==> src/rtl/core_lsu_pkg.sv <==
// rtl/core_lsu_pkg.sv - shared func3 codes, FSM states and size/offset helpers for the MEM-stage LSU
package core_lsu_pkg;

   localparam logic [2:0] F3_B   = 3'b000;
   localparam logic [2:0] F3_H   = 3'b001;
   localparam logic [2:0] F3_W   = 3'b010;
   localparam logic [2:0] F3_BU  = 3'b100;
   localparam logic [2:0] F3_HU  = 3'b101;

   localparam logic [3:0] BE_ALL = 4'b1111;

   typedef enum logic [1:0] {IDLE, REQ, WAIT, DONE} lsu_state_e;

   typedef enum logic [1:0] {SZ_B, SZ_H, SZ_W} lsu_size_e;

   // Unlisted codes (011, 110, 111) fall through to word accesses.
   function automatic lsu_size_e f3_size(input logic [2:0] f3);
      case (f3)
         F3_B, F3_BU: return SZ_B;
         F3_H, F3_HU: return SZ_H;
         F3_W:        return SZ_W;
         default:     return SZ_W;
      endcase
   endfunction

   // Byte offset actually used for lane selection: halfwords only look at
   // addr[1], words at nothing, so stray low bits never move the data.
   function automatic logic [1:0] eff_off(input logic [2:0] f3, input logic [1:0] a);
      case (f3_size(f3))
         SZ_B:    return a;
         SZ_H:    return {a[1], 1'b0};
         default: return 2'b00;
      endcase
   endfunction

   function automatic logic is_misaligned(input logic [2:0] f3, input logic [1:0] a);
      case (f3_size(f3))
         SZ_H:    return a[0];
         SZ_W:    return |a;
         default: return 1'b0;
      endcase
   endfunction

endpackage

==> src/rtl/mem_lsu_load_align.sv <==
// rtl/mem_lsu_load_align.sv - combinational lane extract and sign/zero extension of a load word
module mem_lsu_load_align
   import core_lsu_pkg::*;
(
   input  logic [31:0] rdata_i,
   input  logic [1:0]  off_i,
   input  logic [2:0]  func3_i,
   output logic [31:0] result_o
);

   logic [31:0] shifted;

   assign shifted = rdata_i >> {off_i, 3'b000};

   // Pick the addressed lane from the shifted word and extend it to 32 bits.
   always_comb begin
      result_o = shifted;
      case (func3_i)
         F3_B:    result_o = {{24{shifted[7]}}, shifted[7:0]};
         F3_BU:   result_o = {24'h000000, shifted[7:0]};
         F3_H:    result_o = {{16{shifted[15]}}, shifted[15:0]};
         F3_HU:   result_o = {16'h0000, shifted[15:0]};
         default: result_o = shifted;
      endcase
   end

endmodule

==> src/rtl/mem_lsu.sv <==
// rtl/mem_lsu.sv - MEM-stage load/store unit on a req/gnt/rvalid port; MEM_LSU_MISALIGN_TRAP_EN enables misalign trapping
module mem_lsu
   import core_lsu_pkg::*;
#(
   parameter int ADDR_W = 32
) (
   input  logic              clk,
   input  logic              rst,
   input  logic [31:0]       me_alu_o,
   input  logic [31:0]       me_regs_data2,
   input  logic [2:0]        me_func3_code,
   input  logic              me_mem_read,
   input  logic              me_mem_write,
   output logic              dmem_req,
   output logic              dmem_we,
   output logic [ADDR_W-1:0] dmem_addr,
   output logic [3:0]        dmem_be,
   output logic [31:0]       dmem_wdata,
   input  logic              dmem_gnt,
   input  logic              dmem_rvalid,
   input  logic [31:0]       dmem_rdata,
   output logic              lsu_stall,
   output logic [31:0]       lsu_rdata,
   output logic              lsu_done,
   output logic              lsu_misalign
);

   lsu_state_e        state_q, state_d;
   logic              we_q, we_d;
   logic [ADDR_W-1:0] addr_q, addr_d;
   logic [3:0]        be_q, be_d;
   logic [31:0]       wdata_q, wdata_d;
   logic [1:0]        off_q, off_d;
   logic [2:0]        f3_q, f3_d;
   logic [31:0]       rdata_q, rdata_d;
   logic              misalign_q, misalign_d;

   logic              op;
   logic              misalign;
   logic [1:0]        in_off;
   logic [3:0]        in_be;
   logic [31:0]       in_wdata;
   logic [31:0]       load_res;

   assign op     = me_mem_read | me_mem_write;
   assign in_off = eff_off(me_func3_code, me_alu_o[1:0]);

`ifdef MEM_LSU_MISALIGN_TRAP_EN
   assign misalign = op & is_misaligned(me_func3_code, me_alu_o[1:0]);
`else
   assign misalign = 1'b0;
`endif

   // Lane enables and replicated store data for the incoming access.
   always_comb begin
      in_be    = BE_ALL;
      in_wdata = me_regs_data2;
      case (f3_size(me_func3_code))
         SZ_B: begin
            in_be    = 4'b0001 << in_off;
            in_wdata = {4{me_regs_data2[7:0]}};
         end
         SZ_H: begin
            in_be    = 4'b0011 << in_off;
            in_wdata = {2{me_regs_data2[15:0]}};
         end
         default: begin
            in_be    = BE_ALL;
            in_wdata = me_regs_data2;
         end
      endcase
   end

   mem_lsu_load_align u_load_align (
      .rdata_i  (dmem_rdata),
      .off_i    (off_q),
      .func3_i  (f3_q),
      .result_o (load_res)
   );

   // Next-state and payload capture; payload is frozen from IDLE until the grant.
   always_comb begin
      state_d    = state_q;
      we_d       = we_q;
      addr_d     = addr_q;
      be_d       = be_q;
      wdata_d    = wdata_q;
      off_d      = off_q;
      f3_d       = f3_q;
      rdata_d    = rdata_q;
      misalign_d = 1'b0;
      case (state_q)
         IDLE: begin
            if (op) begin
               if (misalign) begin
                  misalign_d = 1'b1;
                  state_d    = DONE;
               end else begin
                  we_d    = me_mem_write & ~me_mem_read;
                  addr_d  = {me_alu_o[ADDR_W-1:2], 2'b00};
                  be_d    = in_be;
                  wdata_d = in_wdata;
                  off_d   = in_off;
                  f3_d    = me_func3_code;
                  state_d = REQ;
               end
            end
         end
         REQ: begin
            if (dmem_gnt) begin
               state_d = we_q ? DONE : WAIT;
            end
         end
         WAIT: begin
            if (dmem_rvalid) begin
               rdata_d = load_res;
               state_d = DONE;
            end
         end
         DONE: begin
            state_d = IDLE;
         end
         default: begin
            state_d = IDLE;
         end
      endcase
   end

   // State and payload registers; reset clears every visible output.
   always_ff @(posedge clk or posedge rst) begin
      if (rst) begin
         state_q    <= IDLE;
         we_q       <= 1'b0;
         addr_q     <= '0;
         be_q       <= 4'b0000;
         wdata_q    <= 32'h0;
         off_q      <= 2'b00;
         f3_q       <= 3'b000;
         rdata_q    <= 32'h0;
         misalign_q <= 1'b0;
      end else begin
         state_q    <= state_d;
         we_q       <= we_d;
         addr_q     <= addr_d;
         be_q       <= be_d;
         wdata_q    <= wdata_d;
         off_q      <= off_d;
         f3_q       <= f3_d;
         rdata_q    <= rdata_d;
         misalign_q <= misalign_d;
      end
   end

   assign dmem_req     = (state_q == REQ);
   assign dmem_we      = we_q;
   assign dmem_addr    = addr_q;
   assign dmem_be      = be_q;
   assign dmem_wdata   = wdata_q;
   assign lsu_rdata    = rdata_q;
   assign lsu_done     = (state_q == DONE);
   assign lsu_misalign = misalign_q;
   assign lsu_stall    = ((state_q == IDLE) & op & ~misalign) | (state_q == REQ) | (state_q == WAIT);

endmodule

==> config.mk <==
export PLATFORM = sky130hd
export DESIGN_NAME = mem_lsu
export DESIGN_NICKNAME = d
export VERILOG_FILES = /design/src/rtl/core_lsu_pkg.sv /design/src/rtl/mem_lsu_load_align.sv /design/src/rtl/mem_lsu.sv
export SDC_FILE = /design/constraint.sdc
export NUM_CORES = 1
export LEC_CHECK = 0
export CAP_MARGIN = 20
export CORE_AREA = 2 2 118 120
export CTS_BUF_LIST = sky130_fd_sc_hd__clkbuf_2 sky130_fd_sc_hd__clkbuf_4 sky130_fd_sc_hd__clkbuf_8
export DETAILED_ROUTE_END_ITERATION = 10
export DIE_AREA = 0 0 120 122
export PLACE_DENSITY = 0.78
export SLEW_MARGIN = 20
export SYNTH_ARGS = -nofsm -noshare
export SYNTH_HDL_FRONTEND = slang
export SYNTH_HIERARCHICAL = 1
export SYNTH_SLANG_ARGS = --single-unit
==> constraint.sdc <==
create_clock -name clk -period 4.2 [get_ports clk]
set_input_delay 0.42 -clock clk [delete_from_list [all_inputs] [get_ports clk]]
set_output_delay 0.42 -clock clk [all_outputs]
set_load 0.05 [all_outputs]
---- Word level (Yosys, flattened, before mapping) ----
Index checks and enable logic that the tools add are counted.
storage, ports and cells
  bits in registers ....................... 106
  input port bits ......................... 105
  output and inout port bits .............. 105
  logic and storage cells ................. 49
operators by class
  equality and inequality tests ........... 13
  shift operators ......................... 3
  multiplexer cells ....................... 10
  bitwise logic cells ..................... 6
  reduce and logical (&&, ||, !) cells .... 9
operator list
  cell                 number
  $pmux 32 s4          1
  $pmux 32 s2          1
  $shr 32x5->32        1
  $eq 3x3->1 const B   4
  $pmux 2 s2           2
  $pmux 2 s4           1
  $pmux 4 s2           1
  $eq 3x1->1 const B   2
  $logic_not 3->1      2
  $mux 2               3
  $eq 2x1->1 const B   2
  $eq 2x2->1 const B   2
  $logic_not 2->1      2
  $ne 2x2->1 const B   2
  $reduce_and 2->1     2
  $reduce_or 2->1      2
  $shl 1x2->4 const A  1
  $shl 2x2->4 const A  1
  $or 1x1->1           3
  $reduce_and 3->1     1
  $and 1x1->1          2
  $ne 2x1->1 const B   1
  $mux 1               1
  $not 1->1            1

---- Depth between registers and ports, before layout ----
  word-level depth ........................ 7
  depth in mapped cells ................... 7
  depth with buffers taken out ............ 5

---- Cells and area by module ----
Netlist, hierarchy kept.
modules (own cells, without submodules)
  module              instances  cells each  area each (µm²)  sequential area each (µm²)
  mem_lsu             1          327         4,555.6          2,652.5
  mem_lsu_load_align  1          107         694.4            0.0

---- Worst setup path before layout ----
No wires, ideal clock.
  kind .................................... register to output
  start ................................... register state_q[0]
  end ..................................... output port lsu_stall
  data arrival time ....................... 1,468 ps
  data required time ...................... 3,780 ps
  setup slack ............................. 2,312 ps
  stages on the path, launching flop included .. 7
  path buffers ............................ 2
  cells stage by stage .................... dfrtp_1 inv_1 ha_1 o21ai_2 buf_6 buf_2 nand2_1
on the way
  longest elaborated chain between the ends .. 4
  elaborated cells on any way between the ends .. 6
  classes of those cells .................. 2 x eq/ne; 3 x bitwise; 1 x reduce/logical
ends and longest elaborated chain
  what                    line            text
  from (decl)             mem_lsu.sv:28   lsu_state_e state_q, state_d;
  from (signal assigned)  mem_lsu.sv:142  state_q <= state_d;
  $logic_not 2->1         mem_lsu.sv:162  assign lsu_stall = ((state_q == IDLE) & op & ~misalign) | (state_q == REQ) | (state_q == WAIT);
  $and 1x1->1             mem_lsu.sv:162
  $or 1x1->1              mem_lsu.sv:162
  $or 1x1->1 (*)          mem_lsu.sv:162
  to (decl)               mem_lsu.sv:22   output logic lsu_stall,
Mark *: on every way between the ends. The rest lies on a longest branch, timed or not.

---- Worst setup path in the final report ----
Ends and elaborated chain as after synthesis.

==> impl_metrics.toml <==
[worst_setup_path]
worstPathMaxFanout = 5
r2r_start = "state_q[0]"
endpoint_kind = "output pin"
r2r_end = "dmem_addr[3]"
slowest_stage = "clkdlybuf4s50_1"
r2r_slack_ns = 2.04
rr_worst_depth = 5
cp-start-kind = "flop"
cpPeakStageDelay_ns = 0.79
path_class = "reg2out"
crit_required_ns = 3.78
path_cells = "inv_1 > ha_1 > o21ai_4 > nand2_1 > clkdlybuf4s50_1"
cp.arrival_ns = 2.23

[timing]
clock.fmax_mhz = 377
setup_slack_ns = 1.55
finalSetupViolCount = 0
hold-worst-slack_ns = 0.491
setup_tns_ns = 0
relSlewSlack_pct = 34.0
period_minus_slack_ns = 2.65
rsz0062_at_grt = "no"
finalCritPeriodShare_pct = 63.2
hold_violations = 0
final.setup_skew_ns = 0.0122
slew_viol_final = 0
worstMarginPinSlew_ns = 0.987

[global_route]
grt_util_all_layers_pct = 19.0
antenna_found_initial = 0
first_global_vias = 4096
grt_max_degree = 94
grt_pass1_wl_mm = 21.6
grt_overflow_total = 0

[synthesis]
synthesis.area_um2 = 5250
yosysUniqueCellTypes = 30
synth_edf_count = 0
async_reset_ff_share_pct = 100
yosys.area.top_type = "dfrtp_1"
yosysSeqAreaShare_pct = 50.5
synth_cells = 434
yosys_warnings = 6
yosysMostFrequentCell = "dfrtp_1"
yosys-top-cells-count = "dfrtp_1, mux2_2, nand2_1, mux2i_1, o21ai_0"
synthTopCellsByArea = "dfrtp_1, mux2_2, mux2i_1"
syn_avg_cell_area_um2 = 12.1
synth_top_area_share_pct = 50.5
ys.flop_type = "dfrtp_1"
ys_ff_latch = 106

[detailed_routing]
firstDrtPassIters = 4
vias = 4012
drc_errors = 0
route.final.wire_length_mm = 14.1
wl_met3_mm = 1.12
wl_met1_mm = 5.77
route.met2.wl_mm = 7.05
ant_nets = 0
wl_per_cell_um = 17.3
dr.first_iter.drc_count = 164
top_layer = "met4"
vias_per_cell = 4.93

[clock_network]
htreeDepth = 3
post_cts_buffers = 0
root_buffer = "clkbuf_8"
post_cts_resized = 0
cts.sinks = 106
ctsLongestPathBuffers = 2
path_clk_slew_ns = 0.11
numCtsBuffers = 9
worst_skew_pair.late_latency_ns = 0.37
hold_buffers = 0
cts_tree = "done"

[floorplan]
start_util_pct = 38.9
io_pins = 210
die_area_um2 = 14600
row_count = 43
fp.dieH_um = 122
fp.coreArea_um2 = 13500
die_width_um = 120

[placed_design]
numPortBuffers = 206
gp_congestion = 0.816
place_ws_ns = 1.64
placed_area_um2 = 7400
dp.final_hpwl_mm = 10.3
place_inst = 798

[worst_hold_path]
min_from = "dmem_wdata[11]"
hold_depth = 2
min_to = "dmem_wdata[11]"
hp-class = "reg2reg"

[final_layout]
finish.utilization_pct = 56.4
final.fill_count = 1177
diodes = 0
fin_cells = 814
drive_gt1_share_pct = 18.1
syn2layout_area_growth_pct = 45.0
post-route-cell-area_um2 = 7610
nets = 739

[run]
drv_cap = 0

[power_and_ir_drop]
power_density_nw_per_um2 = 911
power.total_mw = 6.93
ir_drop_v = 0.000467
leakage_nw = 3.31

[run_status]
status = "complete, no violations"
[registers in the layout, summed over array words and instances, names as in the netlist]
signal      cells
lsu_rdata      32
dmem_wdata     32
f3_q            3
off_q           2
dmem_be         4
dmem_addr      30
state_q         2
dmem_we         1
[metal layers]
metal / track usage (%) / vias up
met3: 6.41 / 15
li1: - / 1897
met2: 32.7 / 150
met5: 0 / -
met4: 5.15 / 0
met1: 22.7 / 1950
[cell type report]
cell class | instances | area [µm²] | share of cell area [%]
sequential | 106 | 2650 | 34.9
multi-input combinational | 294 | 2380 | 31.3
timing repair buffer | 213 | 2120 | 27.8
tap | 180 | 225 | 2.96
clock buffer | 10 | 138 | 1.81
clock inverter | 6 | 72.6 | 0.953
inverter | 5 | 21.3 | 0.279
[worst max-delay path: cells and delay by family, from the launching register on]
family,cells,cell delay (ns)
buffers and inverters,2,0.94
flip-flops,1,0.45
adder cells (fa/ha/maj),1,0.31
AO/OA/AOI/OAI,1,0.09
AND/OR/NAND/NOR,1,0.07
[report_power, final]
group	switching [mW]	internal, mW
Sequential	0.306	1.53
Clock	0.370	0.301
Combinational	2.73	1.69
Total	3.41	3.52
[worst max path at each step]
stage               slack [ns]             to         start
floorplan                 0.99  dmem_addr[10]           rst
detailed placement        1.64   dmem_addr[6]  me_mem_write
global placement          1.70   dmem_addr[6]  me_mem_write
global route              1.45      lsu_stall    state_q[0]
CTS                       1.55      lsu_stall    state_q[0]
finish                    1.55      lsu_stall    state_q[0]
[placed cells by master (no fill, tap or decap), types with 2 or more instances in the layout]
master           synthesis  routed
ha_1                     5       5
o21ai_2                  3       2
inv_1                    5       4
nor2b_1                 10      10
nor2_1                  22      22
clkbuf_8                 0      10
a21oi_1                 11      11
o21ai_0                 36      36
a211oi_1                16      16
nand2_1                 49      49
clkdlybuf4s50_1          0     206
mux2_4                  25      25
dfrtp_1                106     106
mux2_2                  57      57
nand2b_1                 2       2
conb_1                   1       3
buf_4                    4       6
mux2i_1                 44      44
inv_6                    0       2
[logic make-up after synthesis]
logic type | count (synthesis) | share of synthesized area (%)
AOI/OAI and AO/OA | 73 | 8.63
muxes | 126 | 27.8
adders and majority gates | 5 | 1.19
and+or+nand+nor | 87 | 7.46
DFF | 106 | 50.5
other | 1 | 0.0714
buffers and inverters | 36 | 4.36
No activity file was read; power rests on OpenSTA's default activity.
